--- src/rtl/frogger_car_lanes_pkg.sv ---
// Shared definitions for the Frogger road section: coordinate width, grid
// size, default lane rows and the per-lane motion helpers.
package frogger_car_lanes_pkg;

    localparam int unsigned COORD_W   = 6;
    localparam int unsigned GRID_COLS = 40;
    localparam int unsigned GRID_ROWS = 30;

    // Default lane rows, shared with the collision checker and the renderer
    localparam int unsigned LANE_ROW_1 = 24;
    localparam int unsigned LANE_ROW_2 = 23;
    localparam int unsigned LANE_ROW_3 = 22;
    localparam int unsigned LANE_ROW_4 = 21;
    localparam int unsigned LANE_ROW_5 = 20;

    typedef enum logic {
        DIR_RIGHT = 1'b0,
        DIR_LEFT  = 1'b1
    } dir_e;

    // Base period scaled down by the speed level, never below one tick
    function automatic logic [7:0] eff_period(input logic [7:0] per,
                                              input logic [1:0] level);
        logic [7:0] shifted;
        shifted = per >> level;
        return (shifted == 8'd0) ? 8'd1 : shifted;
    endfunction

    // One-cell move with wrap at either screen edge
    function automatic logic [COORD_W-1:0] wrap_step(input logic [COORD_W-1:0] x,
                                                     input dir_e              dir,
                                                     input logic [COORD_W-1:0] last);
        if (dir == DIR_LEFT)
            return (x == '0) ? last : x - COORD_W'(1);
        else
            return (x == last) ? '0 : x + COORD_W'(1);
    endfunction

endpackage

--- src/rtl/frogger_car_lanes_lane_mover.sv ---
// One traffic lane: counts base ticks and moves its car one cell whenever
// the level-scaled period has elapsed.
module frogger_lane_mover
    import frogger_car_lanes_pkg::*;
#(
    parameter int unsigned X0     = 0,
    parameter int unsigned PER    = 40,
    parameter logic        DIR    = 1'b0,
    parameter int unsigned GRID_W = 40
) (
    input  logic               i_Clk,
    input  logic               i_Rst_L,
    input  logic               i_Tick,
    input  logic               i_Restart,
    input  logic [1:0]         i_Level,
    output logic [COORD_W-1:0] o_X,
    output logic               o_Moved
);

    localparam dir_e               MOVE_DIR = dir_e'(DIR);
    localparam logic [COORD_W-1:0] X_INIT   = COORD_W'(X0);
    localparam logic [COORD_W-1:0] X_LAST   = COORD_W'(GRID_W - 1);
    localparam logic [7:0]         PER_8    = 8'(PER);

    logic [7:0] r_Cnt;
    logic [7:0] w_Eff;
    logic       w_Due;

    // Level is used in the tick cycle itself; >= lets a level raise that
    // overshoots the new period fire on the very next tick.
    assign w_Eff = eff_period(PER_8, i_Level);
    assign w_Due = (r_Cnt >= (w_Eff - 8'd1));

    // Lane counter, car position and moved flag; restart beats any tick
    always_ff @(posedge i_Clk or negedge i_Rst_L) begin
        if (!i_Rst_L) begin
            o_X     <= X_INIT;
            r_Cnt   <= '0;
            o_Moved <= 1'b0;
        end else if (i_Restart) begin
            o_X     <= X_INIT;
            r_Cnt   <= '0;
            o_Moved <= 1'b0;
        end else if (i_Tick) begin
            if (w_Due) begin
                o_X     <= wrap_step(o_X, MOVE_DIR, X_LAST);
                r_Cnt   <= '0;
                o_Moved <= 1'b1;
            end else begin
                r_Cnt   <= r_Cnt + 8'd1;
                o_Moved <= 1'b0;
            end
        end else begin
            o_Moved <= 1'b0;
        end
    end

endmodule

--- src/rtl/frogger_car_lanes.sv ---
// Traffic generator for the road section: base-tick prescaler, five lane
// movers and the constant lane rows.
module frogger_car_lanes
    import frogger_car_lanes_pkg::*;
#(
    parameter int unsigned TICK_DIV   = 250000,
    parameter int unsigned GRID_W     = GRID_COLS,
    parameter int unsigned LANE_Y_1   = LANE_ROW_1,
    parameter int unsigned LANE_Y_2   = LANE_ROW_2,
    parameter int unsigned LANE_Y_3   = LANE_ROW_3,
    parameter int unsigned LANE_Y_4   = LANE_ROW_4,
    parameter int unsigned LANE_Y_5   = LANE_ROW_5,
    parameter int unsigned LANE_X0_1  = 0,
    parameter int unsigned LANE_X0_2  = 39,
    parameter int unsigned LANE_X0_3  = 10,
    parameter int unsigned LANE_X0_4  = 30,
    parameter int unsigned LANE_X0_5  = 20,
    parameter int unsigned LANE_PER_1 = 40,
    parameter int unsigned LANE_PER_2 = 30,
    parameter int unsigned LANE_PER_3 = 20,
    parameter int unsigned LANE_PER_4 = 25,
    parameter int unsigned LANE_PER_5 = 15,
    parameter logic [4:0]  LANE_DIR   = 5'b01010
) (
    input  logic       i_Clk,
    input  logic       i_Rst_L,
    input  logic       i_Restart,
    input  logic       i_Freeze,
    input  logic [1:0] i_Level,
    output logic [5:0] o_Car_X_1,
    output logic [5:0] o_Car_X_2,
    output logic [5:0] o_Car_X_3,
    output logic [5:0] o_Car_X_4,
    output logic [5:0] o_Car_X_5,
    output logic [5:0] o_Car_Y_1,
    output logic [5:0] o_Car_Y_2,
    output logic [5:0] o_Car_Y_3,
    output logic [5:0] o_Car_Y_4,
    output logic [5:0] o_Car_Y_5,
    output logic       o_Step
);

    localparam int unsigned      DIV_W    = (TICK_DIV > 1) ? $clog2(TICK_DIV) : 1;
    localparam logic [DIV_W-1:0] DIV_LAST = DIV_W'(TICK_DIV - 1);

    logic [DIV_W-1:0] r_Div;
    logic             w_Tick;
    logic [4:0]       w_Moved;

    // Freeze suppresses the tick in the same cycle it is seen
    assign w_Tick = (r_Div == DIV_LAST) && !i_Freeze;

    // Base-tick prescaler; holds while frozen, cleared by restart
    always_ff @(posedge i_Clk or negedge i_Rst_L) begin
        if (!i_Rst_L) begin
            r_Div <= '0;
        end else if (i_Restart) begin
            r_Div <= '0;
        end else if (!i_Freeze) begin
            r_Div <= (r_Div == DIV_LAST) ? '0 : r_Div + DIV_W'(1);
        end
    end

    frogger_lane_mover #(.X0(LANE_X0_1), .PER(LANE_PER_1), .DIR(LANE_DIR[0]), .GRID_W(GRID_W)) u_lane_1 (
        .i_Clk(i_Clk), .i_Rst_L(i_Rst_L), .i_Tick(w_Tick), .i_Restart(i_Restart),
        .i_Level(i_Level), .o_X(o_Car_X_1), .o_Moved(w_Moved[0])
    );
    frogger_lane_mover #(.X0(LANE_X0_2), .PER(LANE_PER_2), .DIR(LANE_DIR[1]), .GRID_W(GRID_W)) u_lane_2 (
        .i_Clk(i_Clk), .i_Rst_L(i_Rst_L), .i_Tick(w_Tick), .i_Restart(i_Restart),
        .i_Level(i_Level), .o_X(o_Car_X_2), .o_Moved(w_Moved[1])
    );
    frogger_lane_mover #(.X0(LANE_X0_3), .PER(LANE_PER_3), .DIR(LANE_DIR[2]), .GRID_W(GRID_W)) u_lane_3 (
        .i_Clk(i_Clk), .i_Rst_L(i_Rst_L), .i_Tick(w_Tick), .i_Restart(i_Restart),
        .i_Level(i_Level), .o_X(o_Car_X_3), .o_Moved(w_Moved[2])
    );
    frogger_lane_mover #(.X0(LANE_X0_4), .PER(LANE_PER_4), .DIR(LANE_DIR[3]), .GRID_W(GRID_W)) u_lane_4 (
        .i_Clk(i_Clk), .i_Rst_L(i_Rst_L), .i_Tick(w_Tick), .i_Restart(i_Restart),
        .i_Level(i_Level), .o_X(o_Car_X_4), .o_Moved(w_Moved[3])
    );
    frogger_lane_mover #(.X0(LANE_X0_5), .PER(LANE_PER_5), .DIR(LANE_DIR[4]), .GRID_W(GRID_W)) u_lane_5 (
        .i_Clk(i_Clk), .i_Rst_L(i_Rst_L), .i_Tick(w_Tick), .i_Restart(i_Restart),
        .i_Level(i_Level), .o_X(o_Car_X_5), .o_Moved(w_Moved[4])
    );

    // Moved flags are registered, so the OR is a clean one-cycle pulse
    assign o_Step = |w_Moved;

    assign o_Car_Y_1 = 6'(LANE_Y_1);
    assign o_Car_Y_2 = 6'(LANE_Y_2);
    assign o_Car_Y_3 = 6'(LANE_Y_3);
    assign o_Car_Y_4 = 6'(LANE_Y_4);
    assign o_Car_Y_5 = 6'(LANE_Y_5);

endmodule
--- config.mk ---
export PLATFORM = sky130hd
export DESIGN_NAME = frogger_car_lanes
export DESIGN_NICKNAME = d
export VERILOG_FILES = /design/src/rtl/frogger_car_lanes_pkg.sv /design/src/rtl/frogger_car_lanes_lane_mover.sv /design/src/rtl/frogger_car_lanes.sv
export SDC_FILE = /design/constraint.sdc
export NUM_CORES = 1
export LEC_CHECK = 0
export ABC_AREA = 1
export CORE_AREA = 4 4 112 114
export CTS_CLUSTER_DIAMETER = 50
export DETAILED_ROUTE_END_ITERATION = 8
export DIE_AREA = 0 0 116 118
export DONT_BUFFER_PORTS = 1
export GPL_ROUTABILITY_DRIVEN = 0
export PLACE_DENSITY = 0.86
export SLEW_MARGIN = 20
export SYNTH_ARGS = -nofsm -noshare
export SYNTH_HDL_FRONTEND = slang
export SYNTH_HIERARCHICAL = 1
export SYNTH_SLANG_ARGS = --single-unit
--- constraint.sdc ---
create_clock -name i_Clk -period 3.3 [get_ports i_Clk]
set_input_delay 0 -clock i_Clk [delete_from_list [all_inputs] [get_ports i_Clk]]
set_output_delay 0 -clock i_Clk [all_outputs]
set_load 0.005 [all_outputs]
==> results_dict.tcl, run 1 <==
set metrics [dict create \
    status "finished clean" \
    routedWlPerCell_um 12.45 \
    clkTransAtPathRegs_ns 0.06 \
    fmax_mhz 397.9 \
    gr-total-overflow 0 \
    netlist_area_sq_um 6764 \
    hpwl_um 9306 \
    crit_arrival_ns 2.74 \
    cts.repair.resized 0 \
    drtIter0Drc 312 \
    rsz0062_at_grt "false" \
    drc 0 \
    synth-async-reset-ratio_pct 100.0 \
    max-cap-violations 0 \
    report.final.setup_viol 0 \
    setup_slack_ns 0.7870 \
    cp_common_cell "nor2_4" \
    cts_buffer_depth 2 \
    clock_latency_ns 0.34 \
    initial_utilization_pct 59.24 \
    worst-path-max-fanout 11 \
    crit_type "flop to flop" \
    num_antenna_cells 0 \
    antenna_found_initial 0 \
    slowest_delay_ns 0.42 \
    fin_nets 965 \
    area_growth_pct 6.400 \
    track_usage_pct 19.95 \
    drtPass1Iterations 5 \
    h-tree-depth 3 \
    critical_path.cell_chain "ha_1 > nand2_2 > nor2_4 > nand4_1 > inv_1 > buf_4 > nor2_4 > inv_2 > nand2_1 > xor2_1 > nor2_4" \
    numCtsBuffers 9 \
    crit_path_start_kind "flop" \
    grt_pass1_wl_um 22830 \
    synthFlopType "dfrtp_1" \
    post_synth.cell_area_avg_sq_um 7.609 \
    drv_slew 0 \
    ant_nets 0 \
    io_pins 67 \
    synth_top_cell_area_share_pct 29.97 \
    netlist_instances 889 \
    synth_most_common_cell "nand2_1" \
    vias 5447 \
    routed_wl_um 13110 \
    finalClockSkew_ns 0.003801 \
    core-area_sq_um 11420 \
    cp_slowest_cell "inv_1" \
    holdCritStartpoint "i_Restart" \
    die_x_um 116 \
    yosys_warnings 6 \
    multiInputGateArea_sq_um 3812 \
    tightest_slew_ns 0.5166 \
    die_area_sq_um 13690 \
    end_kind "flop" \
    ys_types 41 \
    synth-edff-count 0 \
    min_period_ns 2.513 \
    finalSetupTns_ns 0 \
    fin_crit_sh_pct 76.15 \
    hold_path.class "input port to flop" \
    max_slew_margin_pct 65.53 \
    die_y_um 118 \
    crit_start "r_Div[0]" \
    power_density_nw_per_um2 357.6 \
    nFillCells 957 \
    yosysSeqAreaShare_pct 34.63 \
    cts_sinks 93 \
    synthTopCellsByCount "nand2_1 (228), inv_1 (101), nor2_1 (92)" \
    leakage_nw 3.727 \
    dp_slack_ns 0.8278 \
    cts_tree "built" \
    num_rows 39 \
    cts-root-buf "clkbuf_16" \
    critPathRequiredTime_ns 3.52 \
    drive_gt1_share_pct 14.29 \
    vias_per_cell 5.173 \
    irDropWorstVdd_mv 0.2323 \
    grt_max_degree 94 \
    yosys-top-cells-area "dfrtp_1 (30%), nand2_1 (13%), ha_1 (10%), nand3_1 (6.4%), inv_1 (5.6%)" \
    synth-seq-cells 93 \
    finalHoldViolCount 0 \
    reg2reg_from "r_Div[0]" \
    grt_pass1_vias 5072 \
    regArea_sq_um 2342 \
    io_buffers 0 \
    synth_area_leader_cell "dfrtp_1" \
]
[cell usage in the layout (no fill, tap or decap), drive strengths merged, types with 9 or more instances in the layout]
cell type	instances
nor3	9
xor2	21
dfstp	12
ha	54
nor2	134
a21oi	10
conb	37
nand3	90
o21ai	14
inv	122
xnor2	12
dfrtp	81
clkbuf	13
nand2	250
nand4	19
[sequential cells by signal (all words and copies together), names as in the netlist]
| register | cells |
|---|---|
| u_lane_3/o_Moved | 1 |
| u_lane_5/r_Cnt | 8 |
| u_lane_2/o_X | 6 |
| u_lane_5/o_Moved | 1 |
| u_lane_3/r_Cnt | 8 |
| u_lane_1/o_X | 6 |
| u_lane_3/o_X | 6 |
| u_lane_4/r_Cnt | 8 |
| r_Div | 18 |
| u_lane_2/r_Cnt | 8 |
| u_lane_1/o_Moved | 1 |
| u_lane_2/o_Moved | 1 |
| u_lane_5/o_X | 6 |
| u_lane_4/o_X | 6 |
| u_lane_4/o_Moved | 1 |
| u_lane_1/r_Cnt | 8 |
[final cells by class]
cell class,instances,area share [%]
Multi-Input combinational cell,671,52.97
Sequential cell,93,32.55
Inverter,123,6.659
Clock buffer,13,3.755
Tap cell,143,2.486
Timing Repair Buffer,7,1.321
Clock inverter,3,0.2608
[per-stage QoR]
step,area (sq um),instances,power [mW],hold slack (ns),util (%)
global placement,6820,1031,1.543,-0.2899,59.73
CTS,7197,1053,2.595,0.01241,63.03
finish,7197,1053,2.573,0.01718,63.03
floorplan,6880,920,1.521,-0.2956,-
detailed placement,6820,1031,1.555,-0.2900,59.73
global route,7197,1053,2.700,0.04180,63.03
[timing repair]
item	in CTS	in global routing
endpoints found under the hold margin	147	0
buffers inserted	0	0
hold buffers	6	0
[critical path, delay by kind of cell (launching register included)]
family        cells  cell delay (ns)
fa+ha+maj         1             0.29
flops             1             0.40
xor+xnor          1             0.22
buf+inv           3             0.84
simple gates      6             0.62
[kinds of logic (layout without fill, tap and decap cells)]
group	after synthesis	in the layout	share of synthesized area [%]
DFF	93	93	34.63
adders and majority gates	54	54	9.989
xor gates and xnor gates	33	33	4.273
AOI/OAI and AO/OA	38	38	3.977
buffers and inverters	156	146	10.73
other	6	37	0.3329
and+or+nand+nor	509	509	36.07
[routing by layer]
metal  track usage [%]  up-vias  share of wire [%]
li1                  -     2761                  -
met1             27.15     2527                 45
met4             7.542        0                2.0
met5                 0        -                  0
met2             31.87      132                 48
met3             3.033       27                5.3
[final timing paths]
path,to,slack (ns),cells past startpoint
worst min register to register,u_lane_2/o_X[1],0.49,2
worst max-delay path,u_lane_4/r_Cnt[2],0.79,11
min in group asynchronous,u_lane_1/o_X[2],0.25,2
worst min-delay path,u_lane_4/o_X[1],0.02,4
worst max register to register,u_lane_4/r_Cnt[2],0.79,11
max in group asynchronous,u_lane_5/o_X[2],2.67,2
[power by group]
part | total (mW) | internal [mW] | switching, mW
Sequential | 1.25 | 1.20 | 0.0476
Clock | 0.997 | 0.572 | 0.425
Combinational | 0.330 | 0.108 | 0.222
Note: power is estimated with default switching activity, not from simulation.
==> run 2: changes to the inputs <==
--- a/config.mk
+++ b/config.mk
@@ -6,13 +6,13 @@
 export NUM_CORES = 1
 export LEC_CHECK = 0
 export ABC_AREA = 1
-export CORE_AREA = 4 4 112 114
+export CORE_AREA = 4 4 113 115
 export CTS_CLUSTER_DIAMETER = 50
 export DETAILED_ROUTE_END_ITERATION = 8
-export DIE_AREA = 0 0 116 118
+export DIE_AREA = 0 0 117 119
 export DONT_BUFFER_PORTS = 1
 export GPL_ROUTABILITY_DRIVEN = 0
-export PLACE_DENSITY = 0.86
+export PLACE_DENSITY = 0.88
 export SLEW_MARGIN = 20
 export SYNTH_ARGS = -nofsm -noshare
 export SYNTH_HDL_FRONTEND = slang
==> constraint.sdc (replaced) <==
create_clock -name i_Clk -period 2 [get_ports i_Clk]
set_input_delay 0 -clock i_Clk [delete_from_list [all_inputs] [get_ports i_Clk]]
set_output_delay 0 -clock i_Clk [all_outputs]
set_load 0.005 [all_outputs]
==> results_dict.tcl, run 2 (synthesized netlist as in run 1, its figures left out) <==
set metrics [dict create \
    instances_no_fill 1084 \
    mostFrequentLayoutCells "nand2_1 (225), inv_1 (100), nor2_1 (86), nand3_1 (83), dfrtp_1 (81)" \
    max-cap-violations 0 \
    critPathRequiredTime_ns 2.26 \
    hold_slack_ns -0.6551 \
    track_usage_pct 20.57 \
    place_area_sq_um 6974 \
    min_period_ns 1.979 \
    die_area_sq_um 13920 \
    clock_latency_ns 0.35 \
    crit_path_start_kind "flop" \
    die_x_um 117 \
    core-area_sq_um 11810 \
    drtIter0Drc 295 \
    final_core_util_pct 64.00 \
    violations "hold timing" \
    fin_crit_sh_pct 98.93 \
    drive_gt1_share_pct 18.89 \
    crit_type "flop to flop" \
    grt_pass1_vias 5250 \
    dpl.cell_count 1049 \
    die_y_um 119 \
    irDropWorstVdd_mv 0.5144 \
    crit_arrival_ns 2.24 \
    rsz0062_at_grt "true" \
    finalInstanceArea_sq_um 7560 \
    hold_buffers 3 \
    finalClockSkew_ns 0.007992 \
    report.final.setup_viol 0 \
    gr-total-overflow 0 \
    grt_pass1_wl_um 23650 \
    drv_slew 0 \
    largest_register "r_Div" \
    fmax_mhz 505.4 \
    finalSetupTns_ns 0 \
    io_buffers 0 \
    routed_wl_um 14240 \
    routedWlPerCell_um 13.14 \
    io_pins 67 \
    fin_nets 992 \
    antenna_found_initial 0 \
    initial_utilization_pct 57.27 \
    final_common_cell "nand2_1" \
    area_growth_pct 11.76 \
    ant_nets 0 \
    cts_sinks 93 \
    cts-root-buf "clkbuf_16" \
    cts_tree "built" \
    leakage_nw 3.896 \
    largest_register_ffs 18 \
    num_rows 40 \
    grt_max_degree 94 \
    p_total_mw 4.456 \
    hold_path.class "input port to asynchronous set/reset pin" \
    power_density_nw_per_um2 589.4 \
    drc 0 \
    worst-path-max-fanout 6 \
    num_antenna_cells 0 \
    numCtsBuffers 9 \
    h-tree-depth 3 \
    status "finished with violations" \
    finalHoldViolCount 93 \
    vias 5691 \
    cts_buffer_depth 2 \
    vias_per_cell 5.250 \
    clkTransAtPathRegs_ns 0.07 \
    drtPass1Iterations 5 \
    hpwl_um 9652 \
    end_kind "flop" \
]
-- run 2: changes by cell type in the layout (fill, tap and decap cells not counted), sizes merged, moves of 2 or more --
cell and change:
buf +28, bufinv +2, clkinv -4, clkinvlp +3, dlygate4sd3 -2
-- run 2: final cells by class --
cell class / instances / area [sq um]
Clock inverter: 5 / 83.83
Sequential cell: 93 / 2342
Fill cell: 909 / 4252
Tap cell: 147 / 183.9
Inverter: 123 / 490.5
Timing Repair Buffer: 34 / 315.3
Multi-Input combinational cell: 671 / 3901
Clock buffer: 11 / 242.7
-- run 2: path summary, 6_finish.rpt --
path,from,endpoint,slack (ns),cells after the start
min,i_Rst_L,u_lane_3/o_X[5],-0.66,0
max in group asynchronous,i_Rst_L,u_lane_2/o_X[5],2.43,0
min reg2reg,u_lane_2/o_X[1],u_lane_2/o_X[1],0.49,2
min in group i_Clk,i_Level[1],u_lane_5/o_X[2],0.24,7
max reg2reg,r_Div[5],u_lane_5/r_Cnt[1],0.02,12
max,r_Div[5],u_lane_5/r_Cnt[1],0.02,12
-- run 2: power by group --
part | switching, mW | leakage (nW) | internal, mW | total, mW
clock network | 0.739 | 0.152 | 1.13 | 1.87
logic | 0.338 | 2.49 | 0.188 | 0.526
registers | 0.0794 | 1.26 | 1.98 | 2.06
-- run 2: what timing repair did --
item,in CTS,in global routing
setup buffers,4,11
pin swaps,2,11
gates cloned,0,1
endpoints found under the hold margin,150,93
setup endpoints to repair,2,60
gates resized for setup,0,21
-- run 2: per-layer routing --
layer / GRT usage, % / routed length [um] / up-vias
met2: 35.14 / 7400 / 123
met4: 5.663 / 314 / 0
met5: 0 / 0 / -
li1: - / - / 2821
met1: 26.69 / 5959 / 2715
met3: 3.455 / 565 / 32
-- run 2: stage by stage --
step                hold slack, ns  setup slack (ns)
finish                     -0.6551           0.02150
CTS                        -0.6660           0.02614
global placement           -0.2937           0.04572
global route               -0.6662          -0.04494
detailed placement         -0.2937          -0.01162
floorplan                  -0.2956          -0.01302
-- run 2: worst max-delay path, cell delays in order (launching register included) --
cell,delay [ns]
dfrtp_1,0.37
nor2_1,0.14
nand3_1,0.13
nor2_2,0.13
nand4_1,0.17
clkinvlp_4,0.15
buf_4,0.14
clkbuf_16,0.14
inv_1,0.05
nor2_1,0.11
buf_4,0.16
nand2_1,0.06
o22ai_1,0.13
